[src/rtl/gowin_ddr_pkg.sv]
// gowin_ddr_pkg
//   Shared definitions for the IDES8 word-alignment controller: the per-lane
//   state encoding, its width, and the default training word.
//   Optional feature macro: DDR_ALIGN_DLY_EN (adds the IODELAY tap-step state).
`timescale 1ns/1ps
package gowin_ddr_pkg;

   localparam int          STATE_W         = 3;
   localparam logic [7:0]  DEFAULT_PATTERN = 8'hB4;

   typedef enum logic [STATE_W-1:0] {
      ST_IDLE   = 3'd0,
      ST_SETTLE = 3'd1,
      ST_CHECK  = 3'd2,
      ST_SLIP   = 3'd3,
`ifdef DDR_ALIGN_DLY_EN
      ST_STEP   = 3'd4,
`endif
      ST_LOCKED = 3'd5,
      ST_FAIL   = 3'd6
   } lane_state_e;

endpackage

[src/rtl/gowin_ddr_lane_align.sv]
// gowin_ddr_lane_align
//   Alignment/training FSM for one deserialised lane. Bitslips the IDES8
//   until the lane word equals PATTERN for MATCH_CNT consecutive cycles; with
//   DDR_ALIGN_DLY_EN defined, also steps the IODELAY tap after every full
//   bitslip sweep.
// Ports
//   pclk_i      parallel clock
//   resetn_i    asynchronous active-low reset
//   start_i     (re)start training
//   word_i      this lane's IDES8 parallel word
//   calib_o     IDES8 CALIB pulse (one bitslip)
//   dly_sdtap_o IODELAY dynamic tap select
//   dly_value_o IODELAY VALUE pulse (one tap step)
//   dly_setn_o  IODELAY direction (0 = increment)
//   locked_o    lane aligned
//   fail_o      search space exhausted
// Macro: DDR_ALIGN_DLY_EN
`timescale 1ns/1ps
module gowin_ddr_lane_align
   import gowin_ddr_pkg::*;
#(
   parameter int               RATIO      = 8,
   parameter logic [RATIO-1:0] PATTERN    = RATIO'(DEFAULT_PATTERN),
   parameter int               SETTLE_CYC = 4,
   parameter int               MATCH_CNT  = 4
`ifdef DDR_ALIGN_DLY_EN
   ,parameter int              TAP_MAX    = 31
`endif
) (
   input  logic             pclk_i,
   input  logic             resetn_i,
   input  logic             start_i,
   input  logic [RATIO-1:0] word_i,
   output logic             calib_o,
   output logic             dly_sdtap_o,
   output logic             dly_value_o,
   output logic             dly_setn_o,
   output logic             locked_o,
   output logic             fail_o
);

   localparam int SLIP_W   = $clog2(RATIO);
   localparam int SETTLE_W = $clog2(SETTLE_CYC + 1);
   localparam int MATCH_W  = $clog2(MATCH_CNT + 1);

   localparam logic [SLIP_W-1:0]   SLIP_LAST   = SLIP_W'(RATIO - 1);
   localparam logic [SETTLE_W-1:0] SETTLE_LAST = SETTLE_W'(SETTLE_CYC - 1);
   localparam logic [MATCH_W-1:0]  MATCH_LAST  = MATCH_W'(MATCH_CNT - 1);

   lane_state_e         state_q,  state_d;
   logic [SLIP_W-1:0]   slip_q,   slip_d;
   logic [SETTLE_W-1:0] settle_q, settle_d;
   logic [MATCH_W-1:0]  match_q,  match_d;
   logic                locked_q, locked_d;
   logic                fail_q,   fail_d;
`ifdef DDR_ALIGN_DLY_EN
   localparam int               TAP_W    = $clog2(TAP_MAX + 1);
   localparam logic [TAP_W-1:0] TAP_LAST = TAP_W'(TAP_MAX);
   logic [TAP_W-1:0]    tap_q,    tap_d;
`endif

   always_ff @(posedge pclk_i or negedge resetn_i) begin
      if (!resetn_i) begin
         state_q  <= ST_IDLE;
         slip_q   <= '0;
         settle_q <= '0;
         match_q  <= '0;
         locked_q <= 1'b0;
         fail_q   <= 1'b0;
`ifdef DDR_ALIGN_DLY_EN
         tap_q    <= '0;
`endif
      end else begin
         state_q  <= state_d;
         slip_q   <= slip_d;
         settle_q <= settle_d;
         match_q  <= match_d;
         locked_q <= locked_d;
         fail_q   <= fail_d;
`ifdef DDR_ALIGN_DLY_EN
         tap_q    <= tap_d;
`endif
      end
   end

   always_comb begin
      state_d  = state_q;
      slip_d   = slip_q;
      settle_d = settle_q;
      match_d  = match_q;
`ifdef DDR_ALIGN_DLY_EN
      tap_d    = tap_q;
`endif
      if (start_i) begin
         // Restart from any state; the tap is deliberately kept so the sweep
         // resumes where it left off.
         state_d  = ST_SETTLE;
         slip_d   = '0;
         settle_d = '0;
         match_d  = '0;
      end else begin
         case (state_q)
            ST_SETTLE: begin
               if (settle_q == SETTLE_LAST) begin
                  state_d  = ST_CHECK;
                  settle_d = '0;
                  match_d  = '0;
               end else begin
                  settle_d = settle_q + SETTLE_W'(1);
               end
            end
            ST_CHECK: begin
               if (word_i == PATTERN) begin
                  if (match_q == MATCH_LAST) state_d = ST_LOCKED;
                  else                       match_d = match_q + MATCH_W'(1);
               end else begin
                  match_d = '0;
                  // One more slip after RATIO-1 would return to the original phase.
                  if (slip_q != SLIP_LAST) begin
                     state_d = ST_SLIP;
                  end else begin
`ifdef DDR_ALIGN_DLY_EN
                     if (tap_q != TAP_LAST) state_d = ST_STEP;
                     else                   state_d = ST_FAIL;
`else
                     state_d = ST_FAIL;
`endif
                  end
               end
            end
            ST_SLIP: begin
               slip_d   = slip_q + SLIP_W'(1);
               settle_d = '0;
               state_d  = ST_SETTLE;
            end
`ifdef DDR_ALIGN_DLY_EN
            ST_STEP: begin
               tap_d    = tap_q + TAP_W'(1);
               slip_d   = '0;
               settle_d = '0;
               state_d  = ST_SETTLE;
            end
`endif
            default: ;
         endcase
      end
      // Status is registered one cycle behind the state, but start clears it
      // immediately so it falls the cycle after start.
      locked_d = !start_i && (state_q == ST_LOCKED);
      fail_d   = !start_i && (state_q == ST_FAIL);
   end

   assign calib_o  = (state_q == ST_SLIP);
   assign locked_o = locked_q;
   assign fail_o   = fail_q;
`ifdef DDR_ALIGN_DLY_EN
   assign dly_sdtap_o = (state_q != ST_IDLE);
   assign dly_value_o = (state_q == ST_STEP);
   assign dly_setn_o  = 1'b0;
`else
   assign dly_sdtap_o = 1'b0;
   assign dly_value_o = 1'b0;
   assign dly_setn_o  = 1'b0;
`endif

endmodule

[src/rtl/gowin_ddr_align.sv]
// gowin_ddr_align
//   Multi-lane word-alignment and delay-training controller for IDES8 inputs.
//   One gowin_ddr_lane_align per lane, a registered copy of the parallel
//   words, and the done/error reductions.
// Ports
//   pclk_i         parallel clock (sole clock)
//   resetn_i       asynchronous active-low reset
//   start_i        1-cycle pulse, (re)starts training on all lanes
//   q_in_i         IDES8 Q words, lane i = [i*RATIO +: RATIO]
//   q_out_o        q_in_i registered (1-cycle latency)
//   calib_o        per-lane IDES8 CALIB
//   dly_sdtap_o    per-lane IODELAY SDTAP
//   dly_value_o    per-lane IODELAY VALUE
//   dly_setn_o     per-lane IODELAY SETN
//   lane_locked_o  per-lane lock
//   lane_fail_o    per-lane failure
//   done_o         every lane locked or failed
//   error_o        any lane failed
// Macro: DDR_ALIGN_DLY_EN enables the IODELAY tap sweep.
`timescale 1ns/1ps
module gowin_ddr_align
   import gowin_ddr_pkg::*;
#(
   parameter int               LANES      = 2,
   parameter int               RATIO      = 8,
   parameter logic [RATIO-1:0] PATTERN    = RATIO'(DEFAULT_PATTERN),
   parameter int               SETTLE_CYC = 4,
   parameter int               MATCH_CNT  = 4
`ifdef DDR_ALIGN_DLY_EN
   ,parameter int              TAP_MAX    = 31
`endif
) (
   input  logic                   pclk_i,
   input  logic                   resetn_i,
   input  logic                   start_i,
   input  logic [LANES*RATIO-1:0] q_in_i,
   output logic [LANES*RATIO-1:0] q_out_o,
   output logic [LANES-1:0]       calib_o,
   output logic [LANES-1:0]       dly_sdtap_o,
   output logic [LANES-1:0]       dly_value_o,
   output logic [LANES-1:0]       dly_setn_o,
   output logic [LANES-1:0]       lane_locked_o,
   output logic [LANES-1:0]       lane_fail_o,
   output logic                   done_o,
   output logic                   error_o
);

   logic [LANES*RATIO-1:0] q_out_q;

   always_ff @(posedge pclk_i or negedge resetn_i) begin
      if (!resetn_i) q_out_q <= '0;
      else           q_out_q <= q_in_i;
   end

   assign q_out_o = q_out_q;

   for (genvar gi = 0; gi < LANES; gi++) begin : g_lane
      gowin_ddr_lane_align #(
         .RATIO      (RATIO),
         .PATTERN    (PATTERN),
         .SETTLE_CYC (SETTLE_CYC),
         .MATCH_CNT  (MATCH_CNT)
`ifdef DDR_ALIGN_DLY_EN
         ,.TAP_MAX   (TAP_MAX)
`endif
      ) u_lane (
         .pclk_i      (pclk_i),
         .resetn_i    (resetn_i),
         .start_i     (start_i),
         .word_i      (q_in_i[gi*RATIO +: RATIO]),
         .calib_o     (calib_o[gi]),
         .dly_sdtap_o (dly_sdtap_o[gi]),
         .dly_value_o (dly_value_o[gi]),
         .dly_setn_o  (dly_setn_o[gi]),
         .locked_o    (lane_locked_o[gi]),
         .fail_o      (lane_fail_o[gi])
      );
   end

   assign done_o  = &(lane_locked_o | lane_fail_o);
   assign error_o = |lane_fail_o;

endmodule

[config.mk]
export PLATFORM = sky130hd
export DESIGN_NAME = gowin_ddr_align
export DESIGN_NICKNAME = d
export VERILOG_FILES = /design/src/rtl/gowin_ddr_pkg.sv /design/src/rtl/gowin_ddr_lane_align.sv /design/src/rtl/gowin_ddr_align.sv
export SDC_FILE = /design/constraint.sdc
export NUM_CORES = 1
export LEC_CHECK = 0
export CAP_MARGIN = 20
export CELL_PAD_IN_SITES_DETAIL_PLACEMENT = 0
export CELL_PAD_IN_SITES_GLOBAL_PLACEMENT = 1
export CORE_MARGIN = 5
export CORE_UTILIZATION = 40
export CTS_BUF_LIST = sky130_fd_sc_hd__clkbuf_4 sky130_fd_sc_hd__clkbuf_8
export DETAILED_ROUTE_END_ITERATION = 16
export HOLD_SLACK_MARGIN = 0.1
export PLACE_DENSITY = 0.82
export SLEW_MARGIN = 0
export SYNTH_ARGS = -nofsm -noshare
export SYNTH_HDL_FRONTEND = slang
export SYNTH_SLANG_ARGS = --single-unit
[constraint.sdc]
create_clock -name pclk_i -period 1.8 [get_ports pclk_i]
set_input_delay 0.18 -clock pclk_i [delete_from_list [all_inputs] [get_ports pclk_i]]
set_output_delay 0.18 -clock pclk_i [all_outputs]
set_load 0.01 [all_outputs]
==> impl_results.md <==
- Num rows: 26
- DP Worst Slack: -12.79 ps
- Top layer in use: met4
- Port bufs: 42
- Htree depth: 2
- Syn-to-layout area delta: 29.82%
- CP peak stage delay: 520 ps
- Initial Util: 40.68%
- Commonest non-fill, non-tap cells in the layout: 41 x clkdlybuf4s50_1, 40 x dfrtp_1, 13 x inv_1, 13 x buf_4, 11 x a21oi_1
- Layout cells sized above 1: 17.09%
- Synth async-reset ratio: 100.0%
- Area after DPL: 2534 µm²
- Overall routing resource usage: 13.63%
- Top cells by area, synth: dfrtp_1 53%, ha_1 6.1%, buf_4 4.7%, a21oi_1 2.7%, inv_1 2.4%
- M1 wire length: 1.834 mm
- Met2 wire length: 1.994 mm
- Crit-path cells: nor2b_4 > nand2_1 > inv_1 > clkdlybuf4s50_1
- TritonCTS clock tree: built
- Arr. time, crit path: 1550 ps
- Die height: 81.84 µm
- Initial antenna violation count: 0
- Instance count on the critical path: 4
- Ports: 49
- Startpoint Class: flop
- Vias in the first global route: 1509
- # nets final: 263
- Worst Max-Slew Pin Slew: 549.8 ps
- Max_slew headroom: 63.34%
- Reg clk slew, reported paths: 70 ps
- Total CTS buffers: 5
- Post-synth EDFFs: 0
- Worst-Skew Late Latency: 290 ps
- Fin. Hold Viols: 0
- Tcrit/Tclk final: 96.08%
- Final Util: 52.81%
- Post-route cell area: 2680 µm²
- Final Setup Violations: 0
- Peak supply drop: 0.2823 mV
- Leakage Power: 1.223 nW
- Syn_area_per_cell: 11.22 µm²
- Max FO, Critical Path: 4
- Fillers: 464
- Required time of the critical path: 1620 ps
- Top_reg_cell synth: dfrtp_1
- Dpl hpwl: 3.030 mm
- Share of the synthesized area in the top cell type: 53.33%
- Largest net degree at the start of global routing: 45
- Fmax: 578.2 MHz
- Longest Clk Path Bufs: 2
- Status: finished, final reports clean
- Core box area: 5075 µm²
- Seq/Total Area, Yosys: 53.33%
- Routability cong.: 0.8480
- Vias/cell: 4.947
- Most common cell after layout, fill and taps aside: clkdlybuf4s50_1
- CP Class: flop to output pin
- ANT cells: 0
- Final WL: 4.195 mm
- PwrDens: 782.1 nW/µm²
- Worst Path Buf+Inv: 2
- Max Slew Vio Count: 0
- Clk root buf: clkbuf_8
- Grt ovf: 0
- Warnings from Yosys: 0
- TritonRoute pass-1 iters: 4
- Cells on Worst Hold Path: 1
- Vias: 1504
- Max-cap violation count: 0
- DRC: 0
- Minimum clock period: 1729 ps
- Yosys cell types: 46
- Worst Reg-to-Reg Cells: 6
- Crit-path slowest cell: clkdlybuf4s50_1
- Setup_tns: 0 ps
- Post-DRT Antenna Nets: 0
- Sink Count: 44
- Met3 WL post-DR: 277 µm
- DR iter-0 viols: 115
- RSZ-0062 raised after global routing: false
- First-pass GRT wire length: 6.948 mm
- Area leader, netlist: dfrtp_1
- FF+latch count, synth: 44
- Critical path's top delay family: buffers and inverters
- Clk_skew: 8.290 ps
- Wire length per cell: 13.80 µm
- Fin worst setup slack: 70.51 ps
- Synthesized cell area: 2064 µm²
- Pwr Total: 2.096 mW
- CP Capture Type: output pin
- Die ar.: 6698 µm²
- Die W: 81.84 µm
- Hold Crit Class: input pin to flop
- Post-Synthesis Cells: 184
power by group:
group          switching, mW  internal [mW]  total [mW]
Sequential            0.0454           1.06        1.10
Clock                  0.308          0.279       0.587
Combinational          0.195          0.213       0.408
Total                  0.548           1.55        2.10
cells by family after synthesis:
family                   Yosys count  synth area share, %
AND/OR/NAND/NOR                   58                18.85
AO/OA/AOI/OAI                     36                11.58
XOR/XNOR                           2               0.8486
buffers and inverters             31                8.182
flip-flops                        44                53.33
other                              1               0.1816
adder cells (fa/ha/maj)           10                6.061
multiplexers                       2               0.9697
final timing paths:
| kind | start | slack [ps] | end |
|---|---|---|---|
| max reg2reg | g_lane[1].u_lane.match_q[0] | 130 | g_lane[1].u_lane.state_q[0] |
| min reg2reg | g_lane[1].u_lane.match_q[0] | 480 | g_lane[1].u_lane.match_q[0] |
| min | q_in_i[6] | 350 | q_out_o[6] |
| min in group asynchronous | resetn_i | 490 | q_out_o[12] |
| max in group asynchronous | resetn_i | 890 | g_lane[1].u_lane.state_q[2] |
| max | g_lane[1].u_lane.state_q[2] | 70 | calib_o[1] |
synth_stat cells, drive strengths merged, types with 2 or more instances:
master / count
a211oi: 3
nand3: 5
buf: 16
a21oi: 11
o21ai: 8
nor4: 2
nor2: 11
o22ai: 3
mux2i: 2
o22a: 2
nand4b: 2
ha: 10
dfrtp: 44
inv: 13
nor2b: 4
nand2b: 6
xor2: 2
nor4b: 4
o32ai: 2
clkbuf: 2
nand2: 10
and3: 3
nor3b: 2
state kept, by name (all words and copies together), names as in the netlist:
register,flops
g_lane.u_lane.fail_o,2
q_out_o,16
g_lane.u_lane.match_q,6
g_lane.u_lane.slip_q,6
g_lane.u_lane.locked_o,2
g_lane.u_lane.state_q,6
g_lane.u_lane.settle_q,6
cell type report:
class                      count  area, µm²  share of cell area [%]
timing repair buffer          56      523.0                   19.51
inverter                      13      48.80                   1.821
tap                           70      87.58                   3.268
sequential                    44       1106                   41.27
multi-input combinational    114      833.3                   31.09
clock buffer                   6      76.32                   2.848
clock inverter                 1      5.005                  0.1867
metal layers:
layer  GRT usage [%]  up-vias
met5               0        -
met2           22.05       43
met4           5.482        0
li1                -      731
met1           17.13      720
met3           3.838       10
metrics by stage:
step | hold slack, ps | instances
finish | 350.9 | 304
detailed placement | 287.4 | 292
global route | 347.4 | 304
CTS | 342.1 | 303
floorplan | -115.6 | 189
global placement | 288.8 | 292
timing repair:
action	4_1_cts	5_1_grt
hold buffers	1	0
resized for setup	3	5
pin swaps	0	1
endpoints found under the setup margin	2	5
setup buffers	3	1
endpoints found under the hold margin	44	0
Power figures use the tool's default switching activity.
